**src/rtl/mem_access_sequencer_if.sv**
```systemverilog
// Core/RAM bundle for the memory access sequencer: request, RAM handshake, load result.
// Latency: none (wires only).
// Backpressure: the sequencer holds the core via stall while a RAM access is outstanding.
interface mem_access_sequencer_if;
  // core request side
  logic        start;
  logic        rw;
  logic [1:0]  size;
  logic        load_unsigned;
  logic [31:0] addr;
  logic [31:0] wdata;
  // RAM side
  logic        MOC;
  logic [31:0] ram_rdata;
  logic        mem_en;
  logic        mem_rw;
  logic [31:0] mem_addr;
  logic [3:0]  mem_be;
  logic [31:0] mem_wdata;
  // results back to the core
  logic        stall;
  logic        done;
  logic [31:0] rdata;
  logic        err;
  logic [1:0]  err_code;

  // sequencer view
  modport slave (
    input  start, rw, size, load_unsigned, addr, wdata, MOC, ram_rdata,
    output mem_en, mem_rw, mem_addr, mem_be, mem_wdata, stall, done, rdata, err, err_code
  );

  // core + RAM view
  modport master (
    output start, rw, size, load_unsigned, addr, wdata, MOC, ram_rdata,
    input  mem_en, mem_rw, mem_addr, mem_be, mem_wdata, stall, done, rdata, err, err_code
  );
endinterface

```
**src/rtl/mem_access_sequencer.sv**
```systemverilog
// Sequences one load/store to the data RAM: byte enables, lane replication, MOC wait, load extension.
// Latency: start -> mem_en next cycle -> done one cycle after MOC; misaligned -> err next cycle.
// Backpressure: stall holds the core from an accepted start until MOC or timeout.
module mem_access_sequencer #(
  parameter int TIMEOUT = 16,
  parameter int CNT_W   = 5
) (
  input logic                  clk,
  input logic                  reset,
  mem_access_sequencer_if.slave bus
);

  typedef enum logic [1:0] {IDLE, BUSY, DONE, ERR} state_t;

  state_t      state, state_nxt;
  logic [CNT_W-1:0] cnt;
  logic [1:0]  lat_size;
  logic        lat_uns;
  logic [1:0]  lat_lo;
  logic        misaligned;
  logic        timeout_hit;
  logic [3:0]  be_nxt;
  logic [31:0] wdata_nxt;
  logic [31:0] rdata_nxt;
  logic [31:0] rd_shift;

  // alignment check, byte enables and store-lane replication for the incoming request
  always_comb begin
    misaligned = 1'b0;
    be_nxt     = 4'b1111;
    wdata_nxt  = bus.wdata;
    case (bus.size)
      2'b00: begin
        be_nxt    = 4'b0001 << bus.addr[1:0];
        wdata_nxt = {4{bus.wdata[7:0]}};
      end
      2'b01: begin
        misaligned = bus.addr[0];
        be_nxt     = bus.addr[1] ? 4'b1100 : 4'b0011;
        wdata_nxt  = {2{bus.wdata[15:0]}};
      end
      default: misaligned = (bus.addr[1:0] != 2'b00);
    endcase
  end

  // last wait cycle allowed before giving up on MOC; TIMEOUT=0 never expires
  assign timeout_hit = (TIMEOUT != 0) && (cnt == CNT_W'(TIMEOUT - 1));

  // pick the addressed lane out of the RAM word and extend it
  always_comb begin
    rd_shift  = bus.ram_rdata >> {lat_lo, 3'b000};
    rdata_nxt = bus.ram_rdata;
    case (lat_size)
      2'b00:   rdata_nxt = lat_uns ? {24'b0, rd_shift[7:0]} : {{24{rd_shift[7]}}, rd_shift[7:0]};
      2'b01:   rdata_nxt = lat_uns ? {16'b0, rd_shift[15:0]} : {{16{rd_shift[15]}}, rd_shift[15:0]};
      default: rdata_nxt = bus.ram_rdata;
    endcase
  end

  // state register
  always_ff @(posedge clk or negedge reset) begin
    if (!reset) state <= IDLE;
    else        state <= state_nxt;
  end

  // next-state logic; MOC takes priority over the timeout limit
  always_comb begin
    state_nxt = state;
    case (state)
      IDLE: if (bus.start) state_nxt = misaligned ? ERR : BUSY;
      BUSY: begin
        if (bus.MOC)        state_nxt = DONE;
        else if (timeout_hit) state_nxt = ERR;
      end
      default: state_nxt = IDLE;
    endcase
  end

  // stall is the only combinational output: accepted request or outstanding access
  always_comb begin
    bus.stall = ((state == IDLE) && bus.start && !misaligned) || (state == BUSY);
  end

  // registered outputs, request latches and the MOC wait counter
  always_ff @(posedge clk or negedge reset) begin
    if (!reset) begin
      bus.mem_en    <= 1'b0;
      bus.mem_rw    <= 1'b0;
      bus.mem_addr  <= 32'h0;
      bus.mem_be    <= 4'h0;
      bus.mem_wdata <= 32'h0;
      bus.done      <= 1'b0;
      bus.err       <= 1'b0;
      bus.err_code  <= 2'b00;
      bus.rdata     <= 32'h0;
      cnt           <= '0;
      lat_size      <= 2'b00;
      lat_uns       <= 1'b0;
      lat_lo        <= 2'b00;
    end else begin
      bus.done <= 1'b0;
      bus.err  <= 1'b0;
      case (state)
        IDLE: begin
          if (bus.start) begin
            if (misaligned) begin
              bus.err      <= 1'b1;
              bus.err_code <= 2'b01;
            end else begin
              bus.mem_en    <= 1'b1;
              bus.mem_rw    <= bus.rw;
              bus.mem_addr  <= {bus.addr[31:2], 2'b00};
              bus.mem_be    <= be_nxt;
              bus.mem_wdata <= wdata_nxt;
              bus.err_code  <= 2'b00;
              cnt           <= '0;
              lat_size      <= bus.size;
              lat_uns       <= bus.load_unsigned;
              lat_lo        <= bus.addr[1:0];
            end
          end
        end
        BUSY: begin
          if (bus.MOC) begin
            bus.mem_en <= 1'b0;
            bus.done   <= 1'b1;
            if (bus.mem_rw) bus.rdata <= rdata_nxt;
          end else if (timeout_hit) begin
            bus.mem_en   <= 1'b0;
            bus.err      <= 1'b1;
            bus.err_code <= 2'b10;
          end else begin
            cnt <= cnt + 1'b1;
          end
        end
        default: ;
      endcase
    end
  end

endmodule

```
**src/flat_wrapper.sv**
```systemverilog
// flat-port wrapper written by rule: the top's interface ports become plain ports
module mem_access_sequencer_flat 
#(
  parameter int TIMEOUT = 16,
  parameter int CNT_W   = 5
)
  (clk, reset, bus_start, bus_rw, bus_size, bus_load_unsigned, bus_addr, bus_wdata, bus_MOC, bus_ram_rdata, bus_mem_en, bus_mem_rw, bus_mem_addr, bus_mem_be, bus_mem_wdata, bus_stall, bus_done, bus_rdata, bus_err, bus_err_code);
  mem_access_sequencer_if bus_i ();
  input logic clk;
  input logic reset;
  input wire logic [$bits(bus_i.start)-1:0] bus_start;
  input wire logic [$bits(bus_i.rw)-1:0] bus_rw;
  input wire logic [$bits(bus_i.size)-1:0] bus_size;
  input wire logic [$bits(bus_i.load_unsigned)-1:0] bus_load_unsigned;
  input wire logic [$bits(bus_i.addr)-1:0] bus_addr;
  input wire logic [$bits(bus_i.wdata)-1:0] bus_wdata;
  input wire logic [$bits(bus_i.MOC)-1:0] bus_MOC;
  input wire logic [$bits(bus_i.ram_rdata)-1:0] bus_ram_rdata;
  output wire logic [$bits(bus_i.mem_en)-1:0] bus_mem_en;
  output wire logic [$bits(bus_i.mem_rw)-1:0] bus_mem_rw;
  output wire logic [$bits(bus_i.mem_addr)-1:0] bus_mem_addr;
  output wire logic [$bits(bus_i.mem_be)-1:0] bus_mem_be;
  output wire logic [$bits(bus_i.mem_wdata)-1:0] bus_mem_wdata;
  output wire logic [$bits(bus_i.stall)-1:0] bus_stall;
  output wire logic [$bits(bus_i.done)-1:0] bus_done;
  output wire logic [$bits(bus_i.rdata)-1:0] bus_rdata;
  output wire logic [$bits(bus_i.err)-1:0] bus_err;
  output wire logic [$bits(bus_i.err_code)-1:0] bus_err_code;
  assign bus_i.start = bus_start;
  assign bus_i.rw = bus_rw;
  assign bus_i.size = bus_size;
  assign bus_i.load_unsigned = bus_load_unsigned;
  assign bus_i.addr = bus_addr;
  assign bus_i.wdata = bus_wdata;
  assign bus_i.MOC = bus_MOC;
  assign bus_i.ram_rdata = bus_ram_rdata;
  assign bus_mem_en = bus_i.mem_en;
  assign bus_mem_rw = bus_i.mem_rw;
  assign bus_mem_addr = bus_i.mem_addr;
  assign bus_mem_be = bus_i.mem_be;
  assign bus_mem_wdata = bus_i.mem_wdata;
  assign bus_stall = bus_i.stall;
  assign bus_done = bus_i.done;
  assign bus_rdata = bus_i.rdata;
  assign bus_err = bus_i.err;
  assign bus_err_code = bus_i.err_code;
  mem_access_sequencer #(.TIMEOUT(TIMEOUT), .CNT_W(CNT_W)) u_core (.clk(clk), .reset(reset), .bus(bus_i));
endmodule
```
**config.mk**
```make
export PLATFORM = sky130hd
export DESIGN_NAME = mem_access_sequencer_flat
export DESIGN_NICKNAME = d
export VERILOG_FILES = /design/src/rtl/mem_access_sequencer_if.sv /design/src/rtl/mem_access_sequencer.sv /design/src/flat_wrapper.sv
export SDC_FILE = /design/constraint.sdc
export NUM_CORES = 1
export LEC_CHECK = 0
export ABC_AREA = 0
export CAP_MARGIN = 20
export CELL_PAD_IN_SITES_DETAIL_PLACEMENT = 0
export CELL_PAD_IN_SITES_GLOBAL_PLACEMENT = 1
export CORE_UTILIZATION = 29
export DETAILED_ROUTE_END_ITERATION = 16
export PLACE_DENSITY = 0.76
export SYNTH_ARGS = -nofsm -noshare
export SYNTH_HDL_FRONTEND = slang
export SYNTH_SLANG_ARGS = --single-unit
```
**constraint.sdc**
```tcl
create_clock -name clk -period 2.6 [get_ports clk]
set_input_delay 0.78 -clock clk [delete_from_list [all_inputs] [get_ports clk]]
set_output_delay 0.78 -clock clk [all_outputs]
set_load 0.02 [all_outputs]
```
; ---- Yosys cells after proc, flatten, opt, wreduce, memory -nomap -nowiden
; Cells that the tools add are included.
[classes]
n_addsub = 1
eq_ne = 10
shift = 2
mux = 34
bitwise = 1
n_reduce_logical = 15
[op_table]
columns = op, n
row1 = one-hot mux 32 bit (2 select lines), 2
row2 = 2-to-1 mux 32 bit, 2
row3 = right shift 32 x 5 -> 16 bit, 1
row4 = 2-to-1 mux 5 bit, 4
row5 = 2-to-1 mux 2 bit, 7
row6 = 2-to-1 mux 1 bit, 11
row7 = one-hot mux 5 bit (2 select lines), 1
row8 = "inequality test 2 bit, second input constant", 4
row9 = one-hot mux 2 bit (2 select lines), 2
row10 = one-hot mux 4 bit (2 select lines), 1
row11 = AND reduction 4 bit, 2
row12 = "equality test 2 x 1 -> 1 bit, second input constant", 3
row13 = zero test 2 bit, 3
row14 = one-hot mux 1 bit (2 select lines), 3
row15 = AND reduction 3 bit, 2
row16 = "adder 5 x 1 -> 5 bit, second input constant", 1
row17 = "equality test 5 x 4 -> 1 bit, second input constant", 1
row18 = AND reduction 5 bit, 1
row19 = 2-to-1 mux 4 bit, 1
row20 = nonzero test 2 bit, 2
row21 = "left shift 1 x 2 -> 4 bit, first input constant", 1
row22 = "inequality test 3 x 2 -> 1 bit, second input constant", 1
row23 = logical AND 1 bit, 2
row24 = "inequality test 2 x 1 -> 1 bit, second input constant", 1
row25 = other kinds (4), 4
[totals]
regBits = 116
out_inout_bits = 107
word_cells = 77

; ---- Depth between registers and ports, before layout
; Gate-level depths: netlist of run 1.
[depth]
ltp_word = 5
ltp_mapped = 7
depth_no_buf = 7

; ---- Worst setup path after synthesis of run 1
; Ideal clock, no wire load.
[synth_path]
kind = input-to-output
from = in bus_start
to = out bus_stall
arrival_time_ns = 1.911
path_slack_ns = -0.091
cell_stages = 6
path_buffers = 3
path_cell_list = or3b_1 > buf_6 > nand3b_4 > buf_2 > buf_2 > nand2_1
[synth_via]
elab_chain_len = 3
[synth_rtl]
columns = item, line
row1 = from (decl), flat_wrapper.sv:11  ; input wire logic [$bits(bus_i.start)-1:0] bus_start;
row2 = logical AND 1 bit (2 in series), mem_access_sequencer.sv:81  ; bus.stall = ((state == IDLE) && bus.start && !misaligned) || (state == BUSY);
row3 = logical OR 1 bit, mem_access_sequencer.sv:81
row4 = to (decl), flat_wrapper.sv:24  ; output wire logic [$bits(bus_i.stall)-1:0] bus_stall;
; No other way between the ends.

; ---- Worst setup path in the final report of run 1
; Same ends and word-level chain as after synthesis.

==> results.ini, run 1 <==
[status]
run_status=complete, no violations

[setup_path]
critical_path_buf_inv_count=2
crit_slowest_cell=sky130_fd_sc_hd__or3b_4
worst-r2r-cell-count=7
endpoint_kind=primary output
type_of_the_worst_setup_path=in2out
worst_ep_arrival_time_ps=1760
worst_ep_required_time_ps=1820
crit_family=simple AND/OR/NAND/NOR gates
start_kind=primary input
critical_register_to_register_path_endpoint=u_core.cnt[3]
timing.rr.start=u_core.cnt[0]
crit_path_max_incr_delay_ps=390
worst_reg2reg_setup_slack_ps=500
worst-path-max-fanout=5
crit_chain=clkdlybuf4s15_2, or3b_4, nand3b_4, nand2_4, buf_4

[yosys]
ys_seq_elements=116
synth_sequential_area_ratio_pct=52.5
synth.distinct_cells=48
post_synth_main_area_contributors=sky130_fd_sc_hd__dfrtp_1, sky130_fd_sc_hd__nand2_1, sky130_fd_sc_hd__mux2i_1, sky130_fd_sc_hd__o21ai_0, sky130_fd_sc_hd__a21oi_1
synth_edf_count=0
async_flop_share_pct=100
netlist_instances=624
synth_warnings=0
post_synth.cell_area_avg_um2=8.86
synth.largest_area_cell=sky130_fd_sc_hd__dfrtp_1
synth_top_flop_cell=sky130_fd_sc_hd__dfrtp_1
top_cell_type_s_share_of_synthesized_area_pct=52.5
syn-cell-area_um2=5530

[sta]
finalSetupViolations=0
rsz0062_at_grt=no
maxClockFrequency_mhz=394
finalCriticalPeriod_ps=2540
slew_violations=0
finalHoldWorstSlack_ps=344
final_cycle_share_pct=97.6
timing.clock.skew_ps=6.95
slew_worst_pin_ps=933
worst_slack_ps=62.2
finalHoldViolations=0
relative_slew_slack_pct=37.8

[pwr]
total_power_uw=9970
leakage_uw=0.00391
power_density_nw_per_um2=1160
vdd_ir_drop_max_uv=499

[clock_tree]
cts_buffer_depth=2
h_tree_lvls=4
clk_latency_ps=410
clock-root-buffer=sky130_fd_sc_hd__clkbuf_16
cts-buffers-inserted=17
holdBufCountCts=0
clock_transition_at_the_registers_of_the_reported_paths_ps=60
clkSinkCount=116
post-cts-setup-buffers=0
cts_tree=built

[min_path]
worstHoldPathType=in2async

[global_route]
grt_pass1_vias=5259
grt_first_pass_wirelength_mm=28.6
gr-total-overflow=0
maximum_number_of_pins_on_one_net_before_global_route_repair=94
groute.usage.overall_pct=18.8
antenna_found_initial=2

[final_layout]
layoutNonFillerInstCount=1087
most-common-layout-cells=sky130_fd_sc_hd__clkdlybuf4s50_1, sky130_fd_sc_hd__nand2_1, sky130_fd_sc_hd__dfrtp_1
most_common_library_cell_in_the_layout_ignoring_fill_and_taps=sky130_fd_sc_hd__clkdlybuf4s50_1
drive_gt1_share_pct=8.68
area_growth_syn_to_layout_pct=54.8
finalCoreUtilization_pct=45.7
diodes=0
nets=947

[floorplanning]
overall_die_area_um2=19600
die_w_um=140
initial_utilization_pct=29.5
top_level_i_o_count=211
die_h_um=140
standard_cell_core_area_um2=18700
rows=50

[placement]
dpl.cell_count=1056
last_weighted_congestion_value_of_the_routability_driven_placer=0.843
place_hpwl_mm=12.4
numPortBuffers=208
dp_worst_setup_slack_ps=-735

[detailed_routing]
postRouteAntennaNets=0
drt_wl_total_mm=17.5
routedWlPerCell_um=16.1
route.detailed.drc=0
viasPerCell=4.75
via_count=5164
drt-pass1-iter-count=4
drt_iter0_drc=176

[flow_run]
max_cap_viol_count=0

[through the flow]
| step | area [um2] | TNS [ps] |
|---|---|---|
| after floorplan | 5550 | 0 |
| after global placement | 7980 | -7380 |
| after detailed placement | 7980 | -7950 |
| after CTS | 8550 | 0 |
| after global routing | 8560 | 0 |
| final | 8560 | 0 |
[power breakdown]
group / internal [uW] / total (uW) / switching, uW
registers: 2590 / 3100 / 501
clock network: 1410 / 2310 / 899
logic: 2090 / 4560 / 2460
[registers in the layout, summed over array words and instances (netlist names), 2 cells and up]
signal	count
u_core.lat_lo	2
u_core.cnt	5
u_core.bus.mem_be	4
u_core.bus.rdata	32
u_core.bus.err_code	2
u_core.bus.mem_wdata	32
u_core.lat_size	2
u_core.bus.mem_addr	30
u_core.state	2
[how the worst max path moves through the flow]
| stage | end | slack [ps] | start | cells after the start |
|---|---|---|---|---|
| after CTS | bus_stall | 40 | bus_start | 5 |
| final | bus_stall | 60 | bus_start | 5 |
| after floorplan | bus_stall | 10 | bus_start | 6 |
| after detailed placement | bus_stall | -740 | bus_start | 5 |
| after global routing | bus_stall | 20 | bus_start | 5 |
| after global placement | bus_stall | -720 | bus_start | 5 |
[final cells by class]
type / count / area, um2
sequential: 116 / 2900
timing repair buffer: 240 / 2380
multi-input combinational: 453 / 2350
fill: 1836 / 10100
clock inverter: 14 / 155
tap: 234 / 293
clock buffer: 17 / 425
inverter: 13 / 48.8
[routing by layer]
metal / GRT usage (%) / share of wire, % / up-vias
li1: - / - / 2530
met1: 23.6 / 44 / 2406
met2: 28.8 / 44 / 201
met3: 8.48 / 10 / 25
met4: 6.13 / 1.4 / 2
met5: 0 / 0.074 / -
[logic make-up (layout without fill, tap and decap cells)]
logic type	Yosys count	after routing	share of synthesized area, %
xor gates and xnor gates	1	1	0.159
buffers and inverters	56	284	5.16
and+or+nand+nor	284	284	22.1
other	1	2	0.0679
AOI/OAI and AO/OA	129	129	13.1
adders and majority gates	2	2	0.453
muxes	35	35	6.38
DFF	116	116	52.5
[synthesized netlist by cell type, types with 7 or more instances]
cell / instances
sky130_fd_sc_hd__a21o_1: 7
sky130_fd_sc_hd__a21oi_1: 42
sky130_fd_sc_hd__buf_2: 12
sky130_fd_sc_hd__clkbuf_1: 20
sky130_fd_sc_hd__dfrtp_1: 116
sky130_fd_sc_hd__inv_1: 13
sky130_fd_sc_hd__mux2i_1: 33
sky130_fd_sc_hd__nand2_1: 196
sky130_fd_sc_hd__nand2b_1: 8
sky130_fd_sc_hd__nand3_1: 34
sky130_fd_sc_hd__nor2_1: 23
sky130_fd_sc_hd__o21ai_0: 52
sky130_fd_sc_hd__o21ai_1: 7
[worst register-to-register path, stage by stage, from the launching register on]
cell                      delay, ps
sky130_fd_sc_hd__dfrtp_1        410
sky130_fd_sc_hd__ha_1           240
sky130_fd_sc_hd__and3_1         190
sky130_fd_sc_hd__ha_1           230
sky130_fd_sc_hd__nor2_1         230
sky130_fd_sc_hd__a32oi_1        100
sky130_fd_sc_hd__or4_1          480
sky130_fd_sc_hd__a21oi_1        150
[what timing repair did]
action,4_1_cts,5_1_grt
gates resized for setup,9,1
pin swaps,1,0
setup endpoints to repair,1,1
No activity file was read; power rests on OpenSTA's default activity.
==> run 2, diff against run 1 <==
- GPL_TIMING_DRIVEN: unset -> 0
==> results.ini, run 2 (synthesis results as in run 1) <==
[global_route]
groute.usage.overall_pct=19.4  ; was 18.8%
met1_usage_pct=25.0  ; was 23.6%
global_route_met3_utilization_pct=7.56  ; was 8.48%
grt_pass1_vias=5334  ; was 5259
maximum_number_of_pins_on_one_net_before_global_route_repair=79  ; was 94
antenna_found_initial=2  ; unchanged
routing_layer_with_the_top_usage_in_global_route=met2  ; unchanged
grtUsageMet2_pct=29.4  ; was 28.8%
gr-total-overflow=0  ; unchanged
grt_first_pass_wirelength_mm=29.2  ; was 28.6 mm

[clock_tree]
cts_tree=built  ; unchanged
cts-buffers-inserted=17  ; unchanged
clk_latency_ps=420  ; was 410 ps
clock_transition_at_the_registers_of_the_reported_paths_ps=60  ; about the same
clock-root-buffer=sky130_fd_sc_hd__clkbuf_16  ; unchanged
clkSinkCount=116  ; unchanged
cts_buffer_depth=2  ; unchanged
h_tree_lvls=4  ; unchanged

[placement]
place_hpwl_mm=13.5  ; was 12.4 mm
numPortBuffers=206  ; was 208
post_dp_cell_area_um2=7930  ; was 7980 um2
dpl.cell_count=1066  ; was 1056
last_weighted_congestion_value_of_the_routability_driven_placer=0.828  ; was 0.843

[final_layout]
nets=960  ; was 947
most_common_library_cell_in_the_layout_ignoring_fill_and_taps=sky130_fd_sc_hd__clkdlybuf4s50_1  ; unchanged
drive_gt1_share_pct=7.74  ; was 8.68%
layoutNonFillerInstCount=1101  ; was 1087
reg.largest.list=u_core.bus.mem_wdata (32), u_core.bus.rdata (32), u_core.bus.mem_addr (30)  ; unchanged
stdcell_area_um2=8520  ; was 8560 um2
area_growth_syn_to_layout_pct=54.1  ; was 54.8%
finalCoreUtilization_pct=45.5  ; was 45.7%
most-common-layout-cells=sky130_fd_sc_hd__clkdlybuf4s50_1, sky130_fd_sc_hd__nand2_1, sky130_fd_sc_hd__dfrtp_1  ; unchanged

[setup_path]
type_of_the_worst_setup_path=in2out  ; unchanged
worst_ep_required_time_ps=1820  ; about the same
worst_ep_arrival_time_ps=1720  ; was 1760 ps
worst-path-max-fanout=5  ; unchanged
worst-r2r-cell-count=7  ; unchanged
endpoint_kind=primary output  ; unchanged
start_kind=primary input  ; unchanged

[floorplanning]
top_level_i_o_count=211  ; unchanged
initial_utilization_pct=29.5  ; unchanged
die_w_um=140  ; unchanged
overall_die_area_um2=19600  ; unchanged
standard_cell_core_area_um2=18700  ; unchanged
die_h_um=140  ; unchanged
rows=50  ; unchanged

[pwr]
leakage_uw=0.00389  ; was 0.00391 uW
vdd_ir_drop_max_uv=527  ; was 499 uV
power_density_nw_per_um2=1160  ; about the same

[sta]
slew_worst_pin_ps=688  ; was 933 ps
finalHoldViolations=0  ; unchanged
relative_slew_slack_pct=54.1  ; was 37.8%
timing.clock.skew_ps=9.68  ; was 6.95 ps
maxClockFrequency_mhz=399  ; was 394 MHz
finalSetupViolations=0  ; unchanged
slew_violations=0  ; unchanged
finalCriticalPeriod_ps=2500  ; was 2540 ps
rsz0062_at_grt=no  ; unchanged
final_cycle_share_pct=96.3  ; was 97.6%

[detailed_routing]
drt_iter0_drc=234  ; was 176
drt-pass1-iter-count=4  ; unchanged
route.detailed.drc=0  ; unchanged
via_count=5292  ; was 5164
viasPerCell=4.81  ; was 4.75
drt_wl_total_mm=18.7  ; was 17.5 mm
postRouteAntennaNets=0  ; unchanged
routedWlPerCell_um=16.9  ; was 16.1 um

[flow_run]
max_cap_viol_count=0  ; unchanged

[status]
run_status=complete, no violations  ; unchanged

[min_path]
worstHoldPathType=in2async  ; unchanged

==> run 2: changes by cell type in the layout (fill, tap and decap cells not counted), moves of 2 or more <==
cell | before | now
sky130_fd_sc_hd__buf_6 | 0 | 10
sky130_fd_sc_hd__clkdlybuf4s50_1 | 204 | 201
sky130_fd_sc_hd__clkinv_2 | 1 | 3
sky130_fd_sc_hd__buf_4 | 29 | 8
sky130_fd_sc_hd__clkinvlp_4 | 5 | 2
sky130_fd_sc_hd__buf_2 | 0 | 10
sky130_fd_sc_hd__clkbuf_1 | 0 | 20
sky130_fd_sc_hd__buf_12 | 5 | 0
==> run 2: metrics by stage <==
step                      power [uW]  TNS, ps  hold WS, ps  setup slack (ps)
after floorplan                 5460        0          472              11.4
after global placement          7690  -506460          457             -4210
after detailed placement        7710   -18510          461             -1230
after CTS                      10000        0          277              6.53
after global routing           10500        0          288             0.125
final                           9910        0          270              95.9
==> run 2: where the power goes <==
group / internal, uW / total (uW) / leakage (uW) / switching (uW)
sequential: 2600 / 3080 / 0.00145 / 482
combinational: 2080 / 4610 / 0.00217 / 2530
clock: 1320 / 2220 / 0.000270 / 903
==> run 2: final cells by class <==
type	instances	area, um2
flip-flops and latches	116	2900
fillers	1829	10200
repair buffers	212	2130
inverters	13	48.8
clock buffers	17	425
well taps	234	293
diodes	1	2.50
clock inverters	14	130
plain buffers	41	226
multi-input cells	453	2360
==> run 2: path summary, 6_finish.rpt <==
kind	start	end	slack [ps]
max	bus_start	bus_stall	100
min	reset	u_core.bus.rdata[3]	270
min reg2reg	u_core.bus.mem_addr[28]	u_core.bus.mem_addr[28]	470
max in group asynchronous	reset	u_core.bus.mem_addr[30]	1590
max reg2reg	u_core.cnt[0]	u_core.cnt[3]	330
min in group clk	u_core.bus.mem_addr[28]	u_core.bus.mem_addr[28]	470
==> run 2: critical path: stages <==
cell                       delay, ps
sky130_fd_sc_hd__buf_6            80
sky130_fd_sc_hd__or3b_1          350
sky130_fd_sc_hd__buf_6           130
sky130_fd_sc_hd__nand3b_4        180
sky130_fd_sc_hd__nand2_4          90
sky130_fd_sc_hd__buf_6           110
==> run 2: per-layer routing <==
layer,wire length [um],share of wire (%)
met4,287,1.5
met5,13,0.070
met2,8180,44
met1,8360,45
met3,1810,9.7
==> run 2: timing repair <==
| action | 4_1_cts | 5_1_grt |
|---|---|---|
| pin swaps | 0 | 1 |
| setup buffers | 3 | 1 |
| endpoints found under the setup margin | 1 | 1 |
| hold buffers | 0 | 0 |
| gates resized for setup | 17 | 0 |
| gates cloned | 0 | 0 |
==> run 3, diff against run 2 <==
- CAP_MARGIN: 20 -> unset
- TNS_END_PERCENT: unset -> 1
==> results.ini, run 3 (synthesis results as in run 1) <==
[status]
run_status=complete, no violations  ; unchanged

[final_layout]
area_growth_syn_to_layout_pct=53.9  ; was 54.1%
most-common-layout-cells=sky130_fd_sc_hd__clkdlybuf4s50_1, sky130_fd_sc_hd__nand2_1, sky130_fd_sc_hd__dfrtp_1  ; unchanged
reg.largest.list=u_core.bus.mem_wdata (32), u_core.bus.rdata (32), u_core.bus.mem_addr (30)  ; unchanged
layoutNonFillerInstCount=1100  ; was 1101
nets=959  ; was 960
fillerInstances=1831  ; was 1829
seq_area_um2=2900  ; unchanged
drive_gt1_share_pct=7.63  ; was 7.74%
multiInputGateArea_um2=2360  ; unchanged
most_common_library_cell_in_the_layout_ignoring_fill_and_taps=sky130_fd_sc_hd__clkdlybuf4s50_1  ; unchanged

[flow_run]
max_cap_viol_count=0  ; unchanged

[setup_path]
worst_ep_arrival_time_ps=1720  ; about the same
start_kind=primary input  ; unchanged
crit_slowest_cell=sky130_fd_sc_hd__or3b_1  ; unchanged
crit_path_max_incr_delay_ps=350  ; about the same
endpoint_kind=primary output  ; unchanged
worst_reg2reg_setup_slack_ps=330  ; about the same
worst-path-max-fanout=5  ; unchanged
worst_ep_required_time_ps=1820  ; about the same
timing.rr.start=u_core.cnt[0]  ; unchanged
type_of_the_worst_setup_path=in2out  ; unchanged
worst-r2r-cell-count=7  ; unchanged
crit_chain=buf_6, or3b_1, buf_6, nand3b_4, nand2_4, buf_6  ; unchanged
critical_register_to_register_path_endpoint=u_core.cnt[3]  ; unchanged
crit_path_frequent_cell=sky130_fd_sc_hd__buf_6  ; unchanged

[detailed_routing]
postRouteAntennaNets=0  ; unchanged
drt_wl_total_mm=18.7  ; about the same
via_count=5301  ; was 5292
viasPerCell=4.82  ; was 4.81
drt_iter0_drc=248  ; was 234
drt-pass1-iter-count=5  ; was 4
routedWlPerCell_um=17.0  ; was 16.9 um
route.detailed.drc=0  ; unchanged

[sta]
final_cycle_share_pct=96.2  ; was 96.3%
finalSetupViolations=0  ; unchanged
finalCriticalPeriod_ps=2500  ; about the same
slew_worst_pin_ps=1130  ; was 688 ps
slew_violations=0  ; unchanged
timing.clock.skew_ps=9.73  ; was 9.68 ps
rsz0062_at_grt=no  ; unchanged
relative_slew_slack_pct=24.2  ; was 54.1%
maxClockFrequency_mhz=400  ; was 399 MHz
worst_slack_ps=97.5  ; was 95.9 ps
finalHoldViolations=0  ; unchanged

[placement]
dp_worst_setup_slack_ps=-1230  ; unchanged
last_weighted_congestion_value_of_the_routability_driven_placer=0.828  ; unchanged
numPortBuffers=206  ; unchanged
dpl.cell_count=1066  ; unchanged
place_hpwl_mm=13.5  ; unchanged

[min_path]
worstHoldPathType=in2async  ; unchanged

[global_route]
antenna_found_initial=2  ; unchanged
grt_pass1_vias=5334  ; unchanged
maximum_number_of_pins_on_one_net_before_global_route_repair=79  ; unchanged
grt_first_pass_wirelength_mm=29.2  ; unchanged
gr-total-overflow=0  ; unchanged
groute.usage.overall_pct=19.4  ; unchanged

[clock_tree]
h_tree_lvls=4  ; unchanged
holdBufCountCts=0  ; unchanged
cts-buffers-inserted=17  ; unchanged
clkSinkCount=116  ; unchanged
clk_latency_ps=420  ; about the same
clock_transition_at_the_registers_of_the_reported_paths_ps=60  ; about the same
cts_tree=built  ; unchanged
cts_buffer_depth=2  ; unchanged
clock-root-buffer=sky130_fd_sc_hd__clkbuf_16  ; unchanged

[floorplanning]
initial_utilization_pct=29.5  ; unchanged
rows=50  ; unchanged
top_level_i_o_count=211  ; unchanged
die_w_um=140  ; unchanged
overall_die_area_um2=19600  ; unchanged
die_h_um=140  ; unchanged
standard_cell_core_area_um2=18700  ; unchanged

[pwr]
power_density_nw_per_um2=1170  ; was 1160 nW/um2
vdd_ir_drop_max_uv=526  ; was 527 uV
leakage_uw=0.00389  ; about the same

## run 3: cell count changes in the layout (fill, tap and decap cells not counted), sizes merged
cell | before | now
buf | 30 | 29
## run 3: through the flow
step | hold slack [ps] | power (uW) | area [um2] | TNS, ps | util, %
after floorplan | 472 | 5460 | 5550 | 0 | -
after global placement | 457 | 7690 | 7900 | -506460 | 42.2
after detailed placement | 461 | 7710 | 7930 | -18510 | 42.4
after CTS | 277 | 10000 | 8520 | 0 | 45.5
after global routing | 288 | 10500 | 8510 | 0 | 45.5
final | 271 | 9910 | 8510 | 0 | 45.5
## run 3: per-layer routing
metal / wire [um] / up-vias / GRT usage [%]
met3: 1720 / 22 / 7.56
li1: - / 2551 / -
met5: 13 / - / 0
met4: 279 / 2 / 6.71
met2: 8240 / 208 / 29.4
met1: 8420 / 2518 / 25.0
## run 3: worst max-delay path by stage
stage                     slack (ps)      start                      end
after floorplan                   10  bus_start                bus_stall
after global placement         -4210      reset  u_core.bus.mem_addr[16]
after detailed placement       -1230  bus_start                bus_stall
after CTS                          7  bus_start                bus_stall
after global routing             0.1    bus_MOC     u_core.bus.rdata[10]
final                            100  bus_start                bus_stall
## run 3: area by class of cell
cell class | count | share of cell area, %
well taps | 234 | 3.44
diodes | 1 | 0.0294
multi-input cells | 453 | 27.7
inverters | 13 | 0.574
plain buffers | 41 | 2.66
flip-flops and latches | 116 | 34.1
clock buffers | 17 | 5.00
repair buffers | 211 | 24.9
clock inverters | 14 | 1.53
## run 3: critical path, delay by kind of cell
family | cells | cell delay (ps)
AND/OR/NAND/NOR | 3 | 610
buffers and inverters | 3 | 320
## run 3: report_power, final
group	internal, uW	switching (uW)
sequential	2600	483
combinational	2080	2530
clock	1320	906
total	5990	3920
## run 3: timing repair
action | 4_1_cts | 5_1_grt
setup endpoints to repair | 1 | 1
setup buffers | 3 | 1
resized for setup | 17 | 0
pin swaps | 0 | 1
